$ cat src/rtl/regfile_wb_queue.sv
// Writeback queue feeding the register file write port. It merges load and ALU results,
// forwards queued values to decode and raises stall when the queue is nearly full.
module regfile_wb_queue #(
  parameter int DEPTH = 4,
  parameter int AW    = 5,
  parameter int DW    = 64
) (
  input  logic                         clk,
  input  logic                         rst_n,
  input  logic                         alu_valid,
  input  logic [AW-1:0]                alu_reg,
  input  logic [DW-1:0]                alu_data,
  input  logic                         mem_valid,
  input  logic [AW-1:0]                mem_reg,
  input  logic [DW-1:0]                mem_data,
  output logic                         stall,
  output logic                         RegWrite,
  output logic [AW-1:0]                writereg,
  output logic [DW-1:0]                writedata,
  input  logic [AW-1:0]                readreg1,
  input  logic [AW-1:0]                readreg2,
  output logic                         fwd_hit1,
  output logic [DW-1:0]                fwd_data1,
  output logic                         fwd_hit2,
  output logic [DW-1:0]                fwd_data2,
  output logic [$clog2(DEPTH+1)-1:0]   count,
  output logic                         overflow
);

  localparam int PW = $clog2(DEPTH);
  localparam int CW = $clog2(DEPTH+1);

  logic [AW-1:0] entReg_q  [DEPTH];
  logic [DW-1:0] entData_q [DEPTH];
  logic [PW-1:0] rdPtr_q, rdPtr_d;
  logic [PW-1:0] wrPtr_q, wrPtr_d;
  logic [CW-1:0] count_q, count_d;
  logic          overflow_q, overflow_d;

  logic          pop;
  logic          memAcc;
  logic          aluAcc;
  logic [CW-1:0] freeSlots;

  // The head retires every cycle it exists, so its slot is free for pushes on the same edge.
  always_comb begin
    pop        = (count_q != '0);
    freeSlots  = CW'(DEPTH) - count_q + CW'(pop);
    memAcc     = mem_valid && (freeSlots != '0);
    aluAcc     = alu_valid && (freeSlots > CW'(memAcc));
    rdPtr_d    = rdPtr_q + PW'(pop);
    wrPtr_d    = wrPtr_q + PW'(memAcc) + PW'(aluAcc);
    count_d    = count_q - CW'(pop) + CW'(memAcc) + CW'(aluAcc);
    overflow_d = overflow_q || (mem_valid && !memAcc) || (alu_valid && !aluAcc);
  end

  always_ff @(posedge clk) begin
    if (!rst_n) begin
      rdPtr_q    <= '0;
      wrPtr_q    <= '0;
      count_q    <= '0;
      overflow_q <= 1'b0;
    end else begin
      rdPtr_q    <= rdPtr_d;
      wrPtr_q    <= wrPtr_d;
      count_q    <= count_d;
      overflow_q <= overflow_d;
    end
  end

  // Entry storage needs no reset; validity comes from the pointers and count.
  always_ff @(posedge clk) begin
    if (rst_n && memAcc) begin
      entReg_q[wrPtr_q]  <= mem_reg;
      entData_q[wrPtr_q] <= mem_data;
    end
    if (rst_n && aluAcc) begin
      entReg_q[wrPtr_q + PW'(memAcc)]  <= alu_reg;
      entData_q[wrPtr_q + PW'(memAcc)] <= alu_data;
    end
  end

  always_comb begin
    RegWrite  = pop;
    writereg  = pop ? entReg_q[rdPtr_q]  : '0;
    writedata = pop ? entData_q[rdPtr_q] : '0;
    stall     = (CW'(DEPTH) - count_q) < CW'(2);
    count     = count_q;
    overflow  = overflow_q;
  end

  // Walk oldest to newest so a later match overrides an earlier one.
  always_comb begin
    logic [PW-1:0] idx;
    fwd_hit1  = 1'b0;
    fwd_data1 = '0;
    fwd_hit2  = 1'b0;
    fwd_data2 = '0;
    idx       = '0;
    for (int k = 0; k < DEPTH; k++) begin
      idx = rdPtr_q + PW'(k);
      if (CW'(k) < count_q) begin
        if (entReg_q[idx] == readreg1) begin
          fwd_hit1  = 1'b1;
          fwd_data1 = entData_q[idx];
        end
        if (entReg_q[idx] == readreg2) begin
          fwd_hit2  = 1'b1;
          fwd_data2 = entData_q[idx];
        end
      end
    end
  end

endmodule

$ cat config.mk
export PLATFORM = sky130hd
export DESIGN_NAME = regfile_wb_queue
export DESIGN_NICKNAME = d
export VERILOG_FILES = /design/src/rtl/regfile_wb_queue.sv
export SDC_FILE = /design/constraint.sdc
export NUM_CORES = 1
export LEC_CHECK = 0
export ABC_CLOCK_PERIOD_IN_PS = 11940
export CAP_MARGIN = 10
export CORE_MARGIN = 2
export CORE_UTILIZATION = 35
export CTS_CLUSTER_SIZE = 12
export DETAILED_ROUTE_END_ITERATION = 6
export PLACE_DENSITY = 0.57
export SYNTH_ARGS = -nofsm -noshare
export SYNTH_HDL_FRONTEND = slang
export SYNTH_SLANG_ARGS = --single-unit
$ cat constraint.sdc
create_clock -name clk -period 11.94 [get_ports clk]
set_input_delay 3.582 -clock clk [delete_from_list [all_inputs] [get_ports clk]]
set_output_delay 3.582 -clock clk [all_outputs]
set_load 0.02 [all_outputs]
; ---- Word-level counts from Yosys, hierarchy flattened
; Memories as Yosys holds them, arrays and structs flattened. A register that Yosys moved wholly into a read port is not among the register bits.
; Index checks and enable logic that the tools add are counted.
; W data, S select, Z words.
[totals]
n_memories = 2
input_bits = 152
regBits = 8
ramBits = 276
output_inout_bits = 205
elab_cells = 83
[memory_table]
columns = name, depth, word_bits, rd, rd_ports_with_merged_regs, wr, line
row1 = entData_q, 4, 64, 4, 1, 2, 34  ; logic [DW-1:0] entData_q [DEPTH];
row2 = entReg_q, 4, 5, 4, 1, 2, 33  ; logic [AW-1:0] entReg_q [DEPTH];
[op_classes]
magnitude_cmp = 6
n_addsub = 11
n_eq_ne = 8
reduce_logical = 12
n_mux = 40
[op_table]
columns = operator, n
row1 = $mux W64, 17
row2 = $eq A5 B5 Y1, 8
row3 = $mux W1, 20
row4 = $add A3 B1 Y3, 3
row5 = $add A2 B1 Y2, 3
row6 = $logic_and A1 B1 Y1, 6
row7 = $lt A1 B3 Y1 const A, 2
row8 = $lt A2 B3 Y1 const A, 2
row9 = $reduce_bool A3 Y1, 2
row10 = $mux W5, 1
row11 = $add A2 B2 Y2 const B, 2
row12 = $mux W2, 2
row13 = $gt A3 B1 Y1, 1
row14 = $lt A3 B2 Y1 const B, 1
row15 = $sub A3 B1 Y3, 1
row16 = $sub A3 B3 Y3 const A, 1
row17 = $add A2 B1 Y2 const B, 1
row18 = $logic_not A1 Y1, 2
row19 = $logic_or A1 B1 Y1, 2

; ---- Longest topological paths before layout
; Gate-level depths: netlist (run 1).
[depth]
depth_word = 9
depth_mapped = 16
depth_no_buf = 15

; ---- Least setup slack after synthesis (run 1)
; No wires, ideal clock.
[synth_timing]
path_kind = input port to flip-flop
start = input port rst_n
end = memory entData_q[1][0] (enable)
required_ns = 11.349
setup_ns = 0.591
path_buffers = 1
slack_ns = 2.592
arrival_time_ns = 8.756
stages = 3
cell_sequence = clkbuf_1 -> nand3_1 -> o21ai_0
[synth_rtl]
columns = element, line
row1 = from (decl), 9  ; input logic rst_n,
row2 = to (decl), 34

; ---- Worst setup path after layout (run 1)
[layout_timing]
start = input port readreg1[3]
end = output port fwd_data1[25]
[layout_between]
elab_chain_len = 9
word_cells_on_any_way = 12
classes_between = eq/ne: 4 / mux: 8
[layout_lines]
columns = element, line
row1 = from (decl), 20  ; input logic [AW-1:0] readreg1,
row2 = $eq A5 B5 Y1, 103  ; if (entReg_q[idx] == readreg1) begin
row3 = $mux W64, 103
row4 = $mux W64, 102  ; if (CW'(k) < count_q) begin
row5 = $mux W64, 103
row6 = $mux W64, 102
row7 = $mux W64, 103
row8 = $mux W64, 102
row9 = $mux W64, 103
row10 = $mux W64 *, 102
row11 = to (decl), 23  ; output logic [DW-1:0] fwd_data1,
; Mark *: on every way between the ends. The rest lies on a longest branch, timed or not.

==> results of run 1 <==
stage by stage:
step           setup WS (ns)  cells
6_report                1.25   3668
5_1_grt                 1.22   3666
2_1_floorplan           2.59   2565
3_3_place_gp            1.41   3587
4_1_cts                 1.34   3656
3_5_place_dp            1.37   3587
kinds of logic (layout without fill, tap and decap cells):
family	count (synthesis)	after routing	synth area share (%)
buffers and inverters	325	534	5.76
DFF	284	284	35.2
adders and majority gates	11	11	0.636
and+or+nand+nor	875	875	18.0
xor gates and xnor gates	46	46	1.68
muxes	502	502	23.7
other	0	12	0
AOI/OAI and AO/OA	522	522	15.0
cell type report:
| cell class | count | area [um^2] | share of cell area [%] |
|---|---|---|---|
| Antenna cell | 12 | 30.0 | 0.102 |
| Clock buffer | 56 | 1090 | 3.72 |
| Clock inverter | 13 | 160 | 0.545 |
| Inverter | 72 | 278 | 0.946 |
| Multi-Input combinational cell | 1956 | 14300 | 48.8 |
| Sequential cell | 284 | 8460 | 28.8 |
| Tap cell | 882 | 1100 | 3.76 |
| Timing Repair Buffer | 393 | 3920 | 13.3 |
registers in the layout, summed over array words and instances (netlist names):
name	flops
wrPtr_q	2
overflow	1
rdPtr_q	2
entReg_q	20
entData_q	256
count	3
per-layer routing:
layer / global-route usage [%] / share of wire, % / up-vias
li1: - / - / 9964
met2: 40.4 / 46 / 1190
met1: 32.7 / 43 / 10720
met4: 9.20 / 2.9 / 6
met5: 0 / 0.037 / -
met3: 5.55 / 8.9 / 200
power breakdown:
part           switching [uW]  internal [uW]  leakage [uW]
Sequential                128           1380       0.00259
Combinational            2770           1660       0.00636
Clock                     453            718      0.000603
path summary, 6_finish.rpt:
kind | slack, ns | endpoint | depth (start not counted)
worst max register to register | 6.36 | entData_q[1][39]$_DFFE_PP_ | 14
worst min-delay path | 0.48 | overflow$_SDFF_PN0_ | 1
worst max-delay path | 1.25 | fwd_data1[25] | 8
worst min register to register | 0.48 | overflow$_SDFF_PN0_ | 1
placed cells by master, fill, tap and decap left out, drive strengths merged, types with 3 or more instances in the layout:
master / synthesis / routed
inv: 72 / 72
and2: 73 / 73
clkbuf: 137 / 56
nor2b: 62 / 62
xnor2: 37 / 37
nor3: 188 / 188
o31ai: 61 / 61
mux2i: 139 / 139
a21oi: 129 / 129
nor2: 200 / 200
xor2: 9 / 9
bufinv: 0 / 4
nand2: 201 / 201
nand3b: 64 / 64
mux2: 343 / 343
or2: 3 / 3
a31oi: 61 / 61
a211oi: 64 / 64
clkdlybuf4s50: 0 / 356
ha: 9 / 9
nor4: 66 / 66
clkinv: 0 / 8
o311a: 61 / 61
diode: 0 / 12
nand4: 6 / 6
o21a: 3 / 3
mux4: 20 / 20
nand3: 5 / 5
buf: 116 / 37
and3: 3 / 3
o21ai: 132 / 132
edfxtp: 276 / 276
dfxtp: 8 / 8
==> results_dict.tcl, run 1 <==
set metrics [dict create \
    cp_top_family "buffers and inverters" \
    grt_first_pass_wirelength_um 134000 \
    gp_congestion 0.857 \
    worstSetupPathType "in -> out" \
    final_area_um2 29400 \
    p_per_area_nw_per_um2 242 \
    totalPowerFinal_uw 7110 \
    whs_ns 0.484 \
    ys.flop_type "edfxtp_1" \
    dr.pass1.iters 6 \
    start_util_pct 35.2 \
    min_period_ns 10.69 \
    portBuffers 356 \
    vias_per_cell 6.02 \
    yosysWarnings 0 \
    htree_num_levels 2 \
    synth.top_cells.by_count "343 x mux2_2, 276 x edfxtp_1, 201 x nand2_1, 198 x nor2_1, 188 x nor3_1" \
    seq_area_frac_synth_pct 35.2 \
    nNetsFinal 2908 \
    clk_latency_ns 0.56 \
    status "finished clean" \
    grt-ovfl-total 0 \
    ir_drop_v 0.000210 \
    arrival_ns 7.10 \
    critical_path_buf_inv_count 3 \
    ctsResizeCount 0 \
    fin_skew_ns 0.0229 \
    relSlewSlack_pct 22.2 \
    wl_per_cell_um 25.1 \
    cts-root-buf "clkbuf_16" \
    syn_nets 2728 \
    start_kind "input port" \
    die_x_um 266 \
    tightest_slew_ns 1.17 \
    dieArea_um2 70700 \
    p_leak_uw 0.00956 \
    drc 0 \
    synth_edf_count 276 \
    drt-total-wl_um 92100 \
    cts_buffers 38 \
    synthMostInstantiatedCell "mux2_2" \
    ios 357 \
    async_flop_share_pct 0 \
    rsz0062_at_grt "no" \
    required_ns 8.36 \
    first_global_vias 21507 \
    synth_cell_type_count 48 \
    syn_area_per_cell_um2 9.36 \
    drt-initial-drc-count 2026 \
    clockBufferDepth 3 \
    finalCritPeriodShare_pct 89.5 \
    setup.worst_path.start "readreg1[3]" \
    syn_to_final_growth_pct 22.3 \
    grt_antenna_before_repair 15 \
    postRouteAntennaNets 0 \
    vias 22080 \
    cts_tree "built" \
    cts.sinks 284 \
    synth_area_leaders "edfxtp_1 35%, mux2_2 16%, mux2i_1 5.8%" \
    yosys.area.top_type "edfxtp_1" \
    synth-seq-cells 284 \
    dp_hpwl_um 55800 \
    fmax_mhz 93.6 \
    synthCells 2565 \
    core_um2 68200 \
    final-max-slew-violation-count 0 \
    synth.top_cell.area_share_pct 34.5 \
    worstHoldPathType "reg -> reg" \
    die_h_um 266 \
    crit_slowest_cell "clkdlybuf4s50_1" \
    fillers 6559 \
    crit_path_frequent_cell "clkdlybuf4s50_1" \
    clk_pin_slew_ns 0.06 \
    cts-hold-fix-buffers 0 \
    crit_chain "clkdlybuf4s50_1, xnor2_1, a211o_4, buf_4, nor4_1, a31oi_1, a211oi_1, clkdlybuf4s50_1" \
    hold_viol 0 \
    cp_max_fo 64 \
    setup-tns-final_ns 0 \
    synth_area_um2 24000 \
    post_cts_buffers 0 \
    drv_cap 0 \
    rows 96 \
    critPathCaptureType "primary output" \
    drive_above_1_share_pct 18.9 \
    grt_max_degree 213 \
    setup_viol_count_final 0 \
    slowest_delay_ns 0.74 \
    min_from "overflow$_SDFF_PN0_" \
    fin_util_pct 43.1 \
    r2r_start "count[0]$_SDFF_PN0_" \
    grt_usage_pct 25.0 \
    place_area_um2 28100 \
]
No activity file was read; power rests on OpenSTA's default activity.
==> run 2: changes to the inputs <==
--- a/config.mk
+++ b/config.mk
@@ -7,6 +7,7 @@
 export LEC_CHECK = 0
 export ABC_CLOCK_PERIOD_IN_PS = 11940
 export CAP_MARGIN = 10
+export CORE_ASPECT_RATIO = 0.9
 export CORE_MARGIN = 2
 export CORE_UTILIZATION = 35
 export CTS_CLUSTER_SIZE = 12
==> run 2 against run 1 <==
Critical path depth down 1. Non-clock buffer count down 1. Largest cell class unchanged. Via count fell by 0.34%. Clock power is 11% lower. Power decreased by 2.3%. Routed wire length is 0.20% higher. Setup slack worse by 0.084 ns. Register-to-register slack got worse by 0.41 ns. Combinational power decreased by 1%.
==> results_dict.tcl, run 2 (synthesis gave the netlist of run 1 again) <==
set metrics [dict create \
    status "finished clean" \
    cts_tree "built" \
    hold_viol 0 \
    largest_register_ffs 256 \
    cts-root-buf "clkbuf_16" \
    grt-ovfl-total 0 \
    worstHoldPathType "reg -> reg" \
    postRouteAntennaNets 0 \
    totalPowerFinal_uw 6940 \
    wl_per_cell_um 25.2 \
    tightest_slew_ns 1.19 \
    drt-total-wl_um 92300 \
    p_leak_uw 0.00948 \
    rsz0062_at_grt "no" \
    critPathCaptureType "primary output" \
    ff2ff_setup_slack_ns 5.95 \
    final_cell_mix "356 x clkdlybuf4s50_1, 343 x mux2_2, 276 x edfxtp_1" \
    cts-hold-fix-buffers 0 \
    drt-initial-drc-count 2130 \
    finalCritPeriodShare_pct 90.2 \
    ctsResizeCount 0 \
    dieArea_um2 70700 \
    fin_skew_ns 0.0277 \
    stdcell_count 3657 \
    die_h_um 253 \
    setup_viol_count_final 0 \
    grt_max_degree 225 \
    ir_drop_v 0.000182 \
    drc 0 \
    fillers 6474 \
    setup.worst_path.start "readreg1[3]" \
    final-max-slew-violation-count 0 \
    dr.pass1.iters 6 \
    post_cts_buffers 0 \
    ios 357 \
    cp_max_fo 65 \
    start_util_pct 35.2 \
    whs_ns 0.475 \
    timing.rr.end "entData_q[1][5]$_DFFE_PP_" \
    drive_above_1_share_pct 18.9 \
    dp_hpwl_um 55400 \
    hold-path-cell-count 1 \
    arrival_ns 7.19 \
    layout_commonest_cell "clkdlybuf4s50_1" \
    htree_num_levels 2 \
    grt_antenna_before_repair 13 \
    min_period_ns 10.77 \
    clockBufferDepth 3 \
    syn_to_final_growth_pct 21.3 \
    cts.sinks 284 \
    cts_buffers 36 \
    drv_cap 0 \
    fmax_mhz 92.8 \
    dp_cells 3587 \
    clk_pin_slew_ns 0.06 \
    worstSetupPathType "in -> out" \
    worstRegToRegCells 14 \
    top_register "entData_q" \
    core_um2 68200 \
    rows 91 \
    vias 22006 \
    vias_per_cell 6.02 \
    gp_congestion 0.860 \
    required_ns 8.36 \
    clk_latency_ns 0.56 \
    setup-tns-final_ns 0 \
    r2r_start "count[0]$_SDFF_PN0_" \
    grt_first_pass_wirelength_um 135000 \
    grt_usage_pct 25.1 \
    start_kind "input port" \
    endpoint "fwd_data1[2]" \
    die_x_um 280 \
    portBuffers 356 \
    nNetsFinal 2905 \
    relSlewSlack_pct 20.9 \
    first_global_vias 21677 \
    p_per_area_nw_per_um2 238 \
]
==> run 2: changes by cell type in the layout (fill, tap and decap cells not counted) <==
| cell | before | now |
|---|---|---|
| clkinv_2 | 2 | 9 |
| bufinv_16 | 4 | 1 |
| clkbuf_8 | 1 | 0 |
| buf_4 | 31 | 33 |
| diode_2 | 12 | 6 |
| clkbuf_16 | 41 | 37 |
| inv_6 | 0 | 2 |
| clkinv_1 | 6 | 8 |
| clkbuf_1 | 14 | 6 |
| buf_12 | 6 | 3 |
==> run 2: stage by stage <==
step / utilization [%] / cell area [um^2] / worst slack [ns]
after floorplan: - / 24000 / 2.59
after global placement: 41.1 / 28100 / 1.23
after detailed placement: 41.1 / 28100 / 1.23
after CTS: 42.7 / 29100 / 1.20
after global routing: 42.7 / 29100 / 1.03
final: 42.7 / 29100 / 1.17
==> run 2: per-layer routing <==
| metal | global-route usage, % | part of all wire, % |
|---|---|---|
| met1 | 33.2 | 42 |
| met2 | 40.6 | 46 |
| met3 | 4.64 | 8.3 |
| met4 | 10.1 | 3.5 |
| met5 | 0 | 0.083 |
==> run 2: final cells by class <==
cell class	instances	area (um^2)	area share (%)
clock inverters	21	130	0.446
multi-input cells	1956	14300	49.2
inverters	72	278	0.953
well taps	883	1100	3.79
clock buffers	43	948	3.25
diodes	6	15.0	0.0515
flip-flops and latches	284	8460	29.0
repair buffers	392	3870	13.3
==> run 2: power breakdown <==
part	leakage, uW	switching, uW	internal, uW
Clock	0.000534	452	588
Combinational	0.00635	2710	1650
Sequential	0.00259	164	1370
==> run 2: worst min path at each step <==
stage,start,to,slack (ns)
5_1_grt,overflow$_SDFF_PN0_,overflow$_SDFF_PN0_,0.51
4_1_cts,overflow$_SDFF_PN0_,overflow$_SDFF_PN0_,0.48
6_report,overflow$_SDFF_PN0_,overflow$_SDFF_PN0_,0.48
2_1_floorplan,rdPtr_q[0]$_SDFF_PN0_,rdPtr_q[0]$_SDFF_PN0_,0.58
3_3_place_gp,overflow$_SDFF_PN0_,overflow$_SDFF_PN0_,0.45
3_5_place_dp,overflow$_SDFF_PN0_,overflow$_SDFF_PN0_,0.45
==> run 2: worst max-delay path, stage by stage <==
cell and delay [ns]:
clkdlybuf4s50_1 0.59, or3_1 0.46, o2111ai_4 0.11, or3_4 0.86, a31oi_1 0.16, a211oi_1 0.66
clkdlybuf4s50_1 0.74
